**config.mk**
```make
export PLATFORM = sky130hd
export DESIGN_NAME = step_counter
export DESIGN_NICKNAME = d
export VERILOG_FILES = /design/src/rtl/step_counter.sv
export SDC_FILE = /design/constraint.sdc
export NUM_CORES = 1
export LEC_CHECK = 0
export ABC_AREA = 1
export CAP_MARGIN = 10
export CORE_AREA = 2 2 39 41
export CTS_CLUSTER_SIZE = 24
export DETAILED_ROUTE_END_ITERATION = 16
export DIE_AREA = 0 0 41 43
export DONT_BUFFER_PORTS = 1
export PLACE_DENSITY = 0.48
export SLEW_MARGIN = 40
export SYNTH_ARGS = -nofsm -noshare
export SYNTH_HDL_FRONTEND = slang
export SYNTH_SLANG_ARGS = --single-unit
```
**constraint.sdc**
```tcl
create_clock -name clk -period 2.6 [get_ports clk]
set_input_delay 0.52 -clock clk [delete_from_list [all_inputs] [get_ports clk]]
set_output_delay 0.52 -clock clk [all_outputs]
set_load 0.02 [all_outputs]
```
**src/rtl/step_counter.sv**
```systemverilog
// Up/down counter with inclusive MAX_VAL limit, wrap or saturate at the limits,
// parallel load, sticky limit-event flag, and a half-adder/half-subtractor step chain.

module step_cell (
  input  logic a,
  input  logic ci,
  input  logic up,
  output logic s,
  output logic co
);
  // Carry (up) or borrow (down) propagates only while the lower bits are all 1s / all 0s.
  assign s  = a ^ ci;
  assign co = (up ? a : ~a) & ci;
endmodule

module step_counter #(
  parameter int             WIDTH   = 4,
  parameter logic [WIDTH-1:0] MAX_VAL = {WIDTH{1'b1}}
) (
  input  logic             clk,
  input  logic             rst,
  input  logic             en,
  input  logic             load,
  input  logic [WIDTH-1:0] load_val,
  input  logic             up,
  input  logic             sat,
  output logic [WIDTH-1:0] q,
  output logic             tc,
  output logic             zero,
  output logic             ovf
);

  logic [WIDTH-1:0] carry;
  logic [WIDTH-1:0] step_q;
  logic [WIDTH-1:0] load_clamped;
  logic             at_max;
  logic             at_min;

  assign carry[0] = 1'b1;

  // The MSB has no use for a carry/borrow out, so it gets only the sum half.
  for (genvar i = 0; i < WIDTH; i++) begin : g_cell
    if (i < WIDTH-1) begin : g_chain
      step_cell u_cell (
        .a  (q[i]),
        .ci (carry[i]),
        .up (up),
        .s  (step_q[i]),
        .co (carry[i+1])
      );
    end else begin : g_msb
      assign step_q[i] = q[i] ^ carry[i];
    end
  end

  assign at_max       = (q == MAX_VAL);
  assign at_min       = (q == '0);
  assign load_clamped = (load_val > MAX_VAL) ? MAX_VAL : load_val;

  assign zero = at_min;
  assign tc   = en & ((up & at_max) | (~up & at_min));

  always_ff @(posedge clk) begin
    if (rst) begin
      q   <= '0;
      ovf <= 1'b0;
    end else if (load) begin
      q   <= load_clamped;
      ovf <= 1'b0;
    end else if (en) begin
      if (tc) begin
        ovf <= 1'b1;
        if (!sat) q <= up ? '0 : MAX_VAL;
      end else begin
        q <= step_q;
      end
    end
  end

endmodule

```
Word-level counts from Yosys, hierarchy flattened
Cells that the tools add are included.
- register bits after elaboration: 5
- input port bits: 10
- output and inout port bits: 7
- logic and storage cells: 32
- magnitude comparators: 1
- equality and inequality tests: 2
- multiplexer cells: 9
- bitwise gates (word level): 13
- reductions and logical operators: 5
- operators with widths (operator ; number):
    $mux 4 ; 6
    $and 1x1->1 ; 5
    $eq 4x4->1 const B ; 1
    $gt 4x4->1 const B ; 1
    $logic_not 4->1 ; 1
    $not 1->1 ; 4
    $reduce_and 2->1 ; 2
    $mux 1 ; 3
    $ne 3x3->1 const B ; 1
    $xor 1x1->1 ; 3
    $reduce_bool 2->1 ; 1
    $reduce_or 2->1 ; 1
    $or 1x1->1 ; 1

Longest topological paths before layout
Gate-level depths: netlist (run 1).
- depth in word-level cells: 8
- depth in mapped cells: 9
- gate-level depth less buffers: 9

Cells and area by module
Synthesis (run 1) repeated with hierarchy kept, for this count alone.
- cells, all modules: 85
- area total of the unflattened synthesis: 474.2 um2
- modules (own cells, without submodules) (module ; times used ; cells each ; area an instance (um2) ; sequential area each (um2)):
    step_counter ; 1 ; 67 ; 391.6 ; 100.1
    step_cell ; 3 ; 6 ; 27.5 ; 0.0

Least setup slack after synthesis (run 1)
Ideal clock, no wire load.
- path type: reg2out
- start point: reg q[3]
- end point: out tc
- data arrival time: 1169 ps
- data required time: 2080 ps
- path slack: 911 ps
- cell stages (with the launch flop): 5
- buffers on the path: 0
- cells stage by stage: dfxtp_1 > nand2_1 > nor2_1 > nand2_1 > a21oi_1
- cells in the longest elaborated chain, start to end: 4
- elaborated cells between the ends (all ways): 6
- classes of those cells: eq/ne: 1; bitwise: 4; reduce/logical: 1
- ends and longest elaborated chain (what ; line ; source):
    start: declaration ; 27 ; output logic [WIDTH-1:0] q,
    start signal: assignment ; 68 ; q <= load_clamped;
    start signal: assignment ; 73 ; if (!sat) q <= up ? '0 : MAX_VAL;
    start signal: assignment ; 75 ; q <= step_q;
    $eq 4x4->1 or $logic_not 4->1 (tied branches) ; 56, 57 ;
    $and 1x1->1 ; 61 ; assign tc = en & ((up & at_max) | (~up & at_min));
    $or 1x1->1 (*) ; 61 ;
    $and 1x1->1 (*) ; 61 ;
    end: declaration ; 28 ; output logic tc,
Mark *: on every way between the ends. The rest lies on a longest branch, timed or not.

Worst setup path in the final report (run 1)
- start point: reg q[1]
- end point: out tc
The elaborated chain is that of the path after synthesis.

==> results.toml, run 1 <==
[status]
status = "completed"

[detailed_routing]
wl_per_cell_microns = 11.3
avgViaCountPerCell = 4.77
final_antenna_net_count = 0
wl_microns = 1040
remaining_drc_errors = 0
vias = 439
dr.pass1.iters = 4
first_iter_violations = 5

[final_layout]
design_area_sq_um = 439
nets = 87
area_delta_synth_final_pct = 7.67
final_layout_size_suffix_gt1_share_pct = 10.5
insertedDiodeCount = 0
nFillCells = 166

[timing]
final-hold-violation-count = 0
fmax_mhz = 472
min_period_ns = 2.12
skew_ns = 0.00873
relSlewSlack_pct = 64.3
fin_ws_ns = 0.480
grt_setup_unrepaired = "false"
worst_slew_pin_slew_ns = 0.536
setup_viol = 0
fin_setup_tns_ns = 0
drv_slew = 0
period_share_pct = 81.5

[floorplan]
start_util_pct = 29.5
die_area_sq_mm = 0.00176
io_pins = 17
die_w_microns = 41
std_cell_rows = 14
die_y_microns = 43
core_sq_mm = 0.00138

[clock_tree]
path_clk_slew_ns = 0.05
cts_resized = 0
clock-sinks = 5
cts_hold_buffers = 0
cts_tree = "yes"
cts_max_path_buffers = 2
h-tree-depth = 1
cts_buffers = 3
cts_root_buf = "clkbuf_4"
cts_setup_buffers = 0
clk_latency_ns = 0.24

[placed_design]
dp_hpwl_microns = 792
place_congestion = 0.759
placed_area_sq_um = 413
io_buffers = 0
place_ws_ns = 0.733

[setup_path]
critPathSlowestCell = "dfxtp_1"
crit_family = "flip-flops"
worstPathArrival_ns = 1.60
crit_required_ns = 2.08
crit_type = "reg -> out"
path_cells = "nand2_1, nor2_1, nand2_1, a21oi_1"
cp-end-kind = "output pin"
cp_common_cell = "nand2_1"
worstPathMaxFanout = 8
crit_buf_inv = 0
startpoint_type = "flip-flop"
cpPeakStageDelay_ns = 0.57

[synthesis]
synth-seq-cells = 5
syn-cell-area_sq_um = 408
synthCells = 74
ys_seq_area_share_pct = 24.5
ys_types = 13
syn_area_per_cell_sq_um = 5.51
syn_nets = 84
ys_warn_count = 0

[global_route]
grt_pass1_vias = 400
grt_pass1_wl_microns = 1660
antenna_found_initial = 0
overflow = 0
grtUsageTotal_pct = 14.4
grt_max_degree = 9

[hold_path]
hp-class = "in -> reg"

[power_and_ir_drop]
powerDensity_mw_per_mm2 = 568
p_leak_nw = 0.218
power.total_uw = 249
peakVddDrop_uv = 279

[flow_run]
maxCapViolations = 0
cell usage after synthesis:
library cell	instances	area, sq um
nor4_1	1	6.26
nand3_2	1	10.0
nand4_1	1	6.26
nand2_1	31	116
buf_4	3	22.5
nand3_1	8	40.0
a21oi_1	5	25.0
nor2_1	5	18.8
o21ai_1	1	5.00
nand2_2	3	18.8
dfxtp_1	5	100
o21ai_0	1	5.00
inv_1	9	33.8
layer usage:
layer  wire, microns  part of all wire [%]  vias up  track usage, %
met5               0                     0        -               0
met2             470                    45       14            20.3
met1             490                    47      190            17.8
met3              74                   7.1        0            7.33
li1                -                     -      235               -
met4               0                     0        0            6.00
cells by family (layout without fill, tap and decap cells):
group	Yosys count	in the layout	share of synthesized area (%)
and+or+nand+nor	50	50	53.1
buffers and inverters	12	14	13.8
AOI/OAI and AO/OA	7	7	8.59
DFF	5	5	24.5
stage by stage:
stage | hold WS, ns | util, % | std cells
global route | 0.328 | 31.7 | 92
detailed placement | 0.591 | 29.8 | 88
global placement | 0.590 | 29.8 | 88
finish | 0.337 | 31.7 | 92
floorplan | 0.492 | - | 74
CTS | 0.331 | 31.7 | 92
cells in the final DEF, fill, tap and decap left out:
cell type  instances
nand2_1           31
inv_1              9
nand3_1            8
nor2_1             5
a21oi_1            5
dfxtp_1            5
nand2_2            3
clkbuf_4           3
nand4_1            1
nor4_1             1
o21ai_1            1
nand3_2            1
o21ai_0            1
clkbuf_1           1
buf_4              1
flip-flops by register name, summed over array words and instances, names as in the netlist:
register / count
q: 4
ovf: 1
where the power goes:
part / total (mW) / switching (mW) / internal, mW / leakage (nW)
clock: 0.0917 / 0.0335 / 0.0582 / 0.0150
sequential: 0.100 / 0.0177 / 0.0826 / 0.0412
combinational: 0.0575 / 0.0362 / 0.0213 / 0.162
cell type report:
| type | count | area (sq um) | share of cell area (%) |
|---|---|---|---|
| clock buffers | 4 | 26.3 | 5.98 |
| inverters | 9 | 33.8 | 7.69 |
| multi-input cells | 57 | 251 | 57.3 |
| flip-flops and latches | 5 | 100 | 22.8 |
| well taps | 16 | 20.0 | 4.56 |
| repair buffers | 1 | 7.51 | 1.71 |
final timing paths:
check | startpoint | end | slack (ns) | cells past startpoint
max | q[1] | tc | 0.48 | 4
min | rst | q[1] | 0.34 | 1
max reg2reg | q[1] | ovf | 0.97 | 6
min reg2reg | ovf | ovf | 0.62 | 2
(Power assumes the default switching activity.)
==> inputs of run 2 (changes only) <==
clock period = 2.18 ns   (was 2.6 ns; I/O delays follow)
==> run 2 against run 1 <==
- largest cell class unchanged
- routed wire length down 1.5%
- via count up 3.2%
- critical path depth up 1
- clock skew down 0.0069 ns
- worst setup slack worse by 0.18 ns
==> results.toml, run 2 (synthesis results as in run 1) <==
[clock_tree]
path_clk_slew_ns = 0.04
cts_tree = "yes"
h-tree-depth = 1
clk_latency_ns = 0.24
cts_max_path_buffers = 2
cts_root_buf = "clkbuf_4"
cts_setup_buffers = 0
cts_resized = 0
clock-sinks = 5
cts_buffers = 3
cts_hold_buffers = 0

[power_and_ir_drop]
pwr-share-clk_pct = 35.9
sequentialPowerShare_pct = 40.7
internal_power_uw = 195
powerDensity_mw_per_mm2 = 661
p_sw_share_pct = 34.1
power_frac_comb_pct = 23.4
peakVddDrop_uv = 299
power.total_uw = 295
p_switching_uw = 101
p_leak_nw = 0.223

[global_route]
grt_pass1_wl_microns = 1580
antenna_found_initial = 0
grt_max_degree = 9
grt_pass1_vias = 382
overflow = 0
grtUsageTotal_pct = 13.3

[detailed_routing]
avgViaCountPerCell = 4.87
first_iter_violations = 11
final_antenna_net_count = 0
wl_microns = 1020
dr.pass1.iters = 4
vias = 453
remaining_drc_errors = 0
wl_per_cell_microns = 11.0

[timing]
fmax_mhz = 532
period_share_pct = 86.3
grt_setup_unrepaired = "false"
setup_viol = 0
min_period_ns = 1.88
relSlewSlack_pct = 69.6
skew_ns = 0.00185
fin_setup_tns_ns = 0
worst_slew_pin_slew_ns = 0.456
final-hold-violation-count = 0
drv_slew = 0

[floorplan]
core_sq_mm = 0.00138
std_cell_rows = 14
start_util_pct = 29.5
io_pins = 17
die_y_microns = 43
die_area_sq_mm = 0.00176
die_w_microns = 41

[setup_path]
worstPathArrival_ns = 1.45
crit_required_ns = 1.74
cp-end-kind = "output pin"
reg2reg_depth = 7
rr_startpoint = "q[1]"
startpoint_type = "flip-flop"
worstPathMaxFanout = 8
r2r-end = "ovf"
r2r_slack_ns = 0.76
startpoint = "q[1]"
crit_type = "reg -> out"
setup.worst_path.end = "tc"

[placed_design]
dp_hpwl_microns = 792
io_buffers = 0
place_congestion = 0.747
dp.cells = 89

[final_layout]
nets = 88
final_layout_size_suffix_gt1_share_pct = 11.7
final_cells = 93
final_cell_mix = "nand2_1, inv_1, nand3_1"
final_common_cell = "nand2_1"
largest_reg_flops = 4
top_regs = "q: 4 flops, ovf: 1 flops"
insertedDiodeCount = 0
max_flop_register = "q"
area_delta_synth_final_pct = 9.51

[flow_run]
maxCapViolations = 0

[hold_path]
hp-class = "in -> reg"

[status]
status = "completed"
## run 2: metrics by stage
stage / util (%) / hold WS [ns] / worst slack, ns / cell area (sq um)
floorplan: - / 0.492 / 0.575 / 408
global placement: 30.4 / 0.507 / 0.577 / 420
detailed placement: 30.4 / 0.508 / 0.558 / 420
CTS: 32.3 / 0.252 / 0.287 / 447
global route: 32.3 / 0.252 / 0.156 / 447
finish: 32.3 / 0.260 / 0.299 / 447
## run 2: cell type report
class	instances	area, sq um
clock buffers	4	26.3
inverters	9	33.8
fillers	175	937
flip-flops and latches	5	100
multi-input cells	57	251
well taps	16	20.0
repair buffers	2	15.0
## run 2: power groups by stage
stage	Clock, mW	Combinational [mW]	Sequential (mW)
6_report	0.106	0.0690	0.120
5_1_grt	0.114	0.0800	0.122
4_1_cts	0.110	0.0702	0.120
3_5_place_dp	0	0.0694	0.122
3_3_place_gp	0	0.0701	0.121
2_1_floorplan	0	0.0661	0.111
## run 2: worst max-delay path: stages, from the launching register on
cell and delay, ns:
dfxtp_1 0.56, nand2_1 0.13, nor2_1 0.10, nand2_1 0.08, a21oi_1 0.17, buf_4 0.16
## run 2: metal layers
metal | track usage [%] | part of all wire (%) | wire length [microns]
met1 | 16.4 | 43 | 439
met2 | 19.4 | 50 | 506
met3 | 5.24 | 7.1 | 72
met4 | 6.00 | 0 | 0
met5 | 0 | 0 | 0
## run 2: how the worst min path moves through the flow
stage / startpoint / to / slack [ns] / depth (start not counted)
after floorplan: q[0] / q[0] / 0.49 / 2
after CTS: rst / q[3] / 0.25 / 1
after detailed placement: rst / q[3] / 0.51 / 1
final: rst / q[3] / 0.26 / 1
after global placement: rst / q[3] / 0.51 / 1
after global routing: rst / q[0] / 0.25 / 1
==> inputs of run 3 (changes only) <==
CAP_MARGIN = unset   (was 10)
==> results of run 3 <==
Final layout, timing and power as in run 2 (identical DEF).
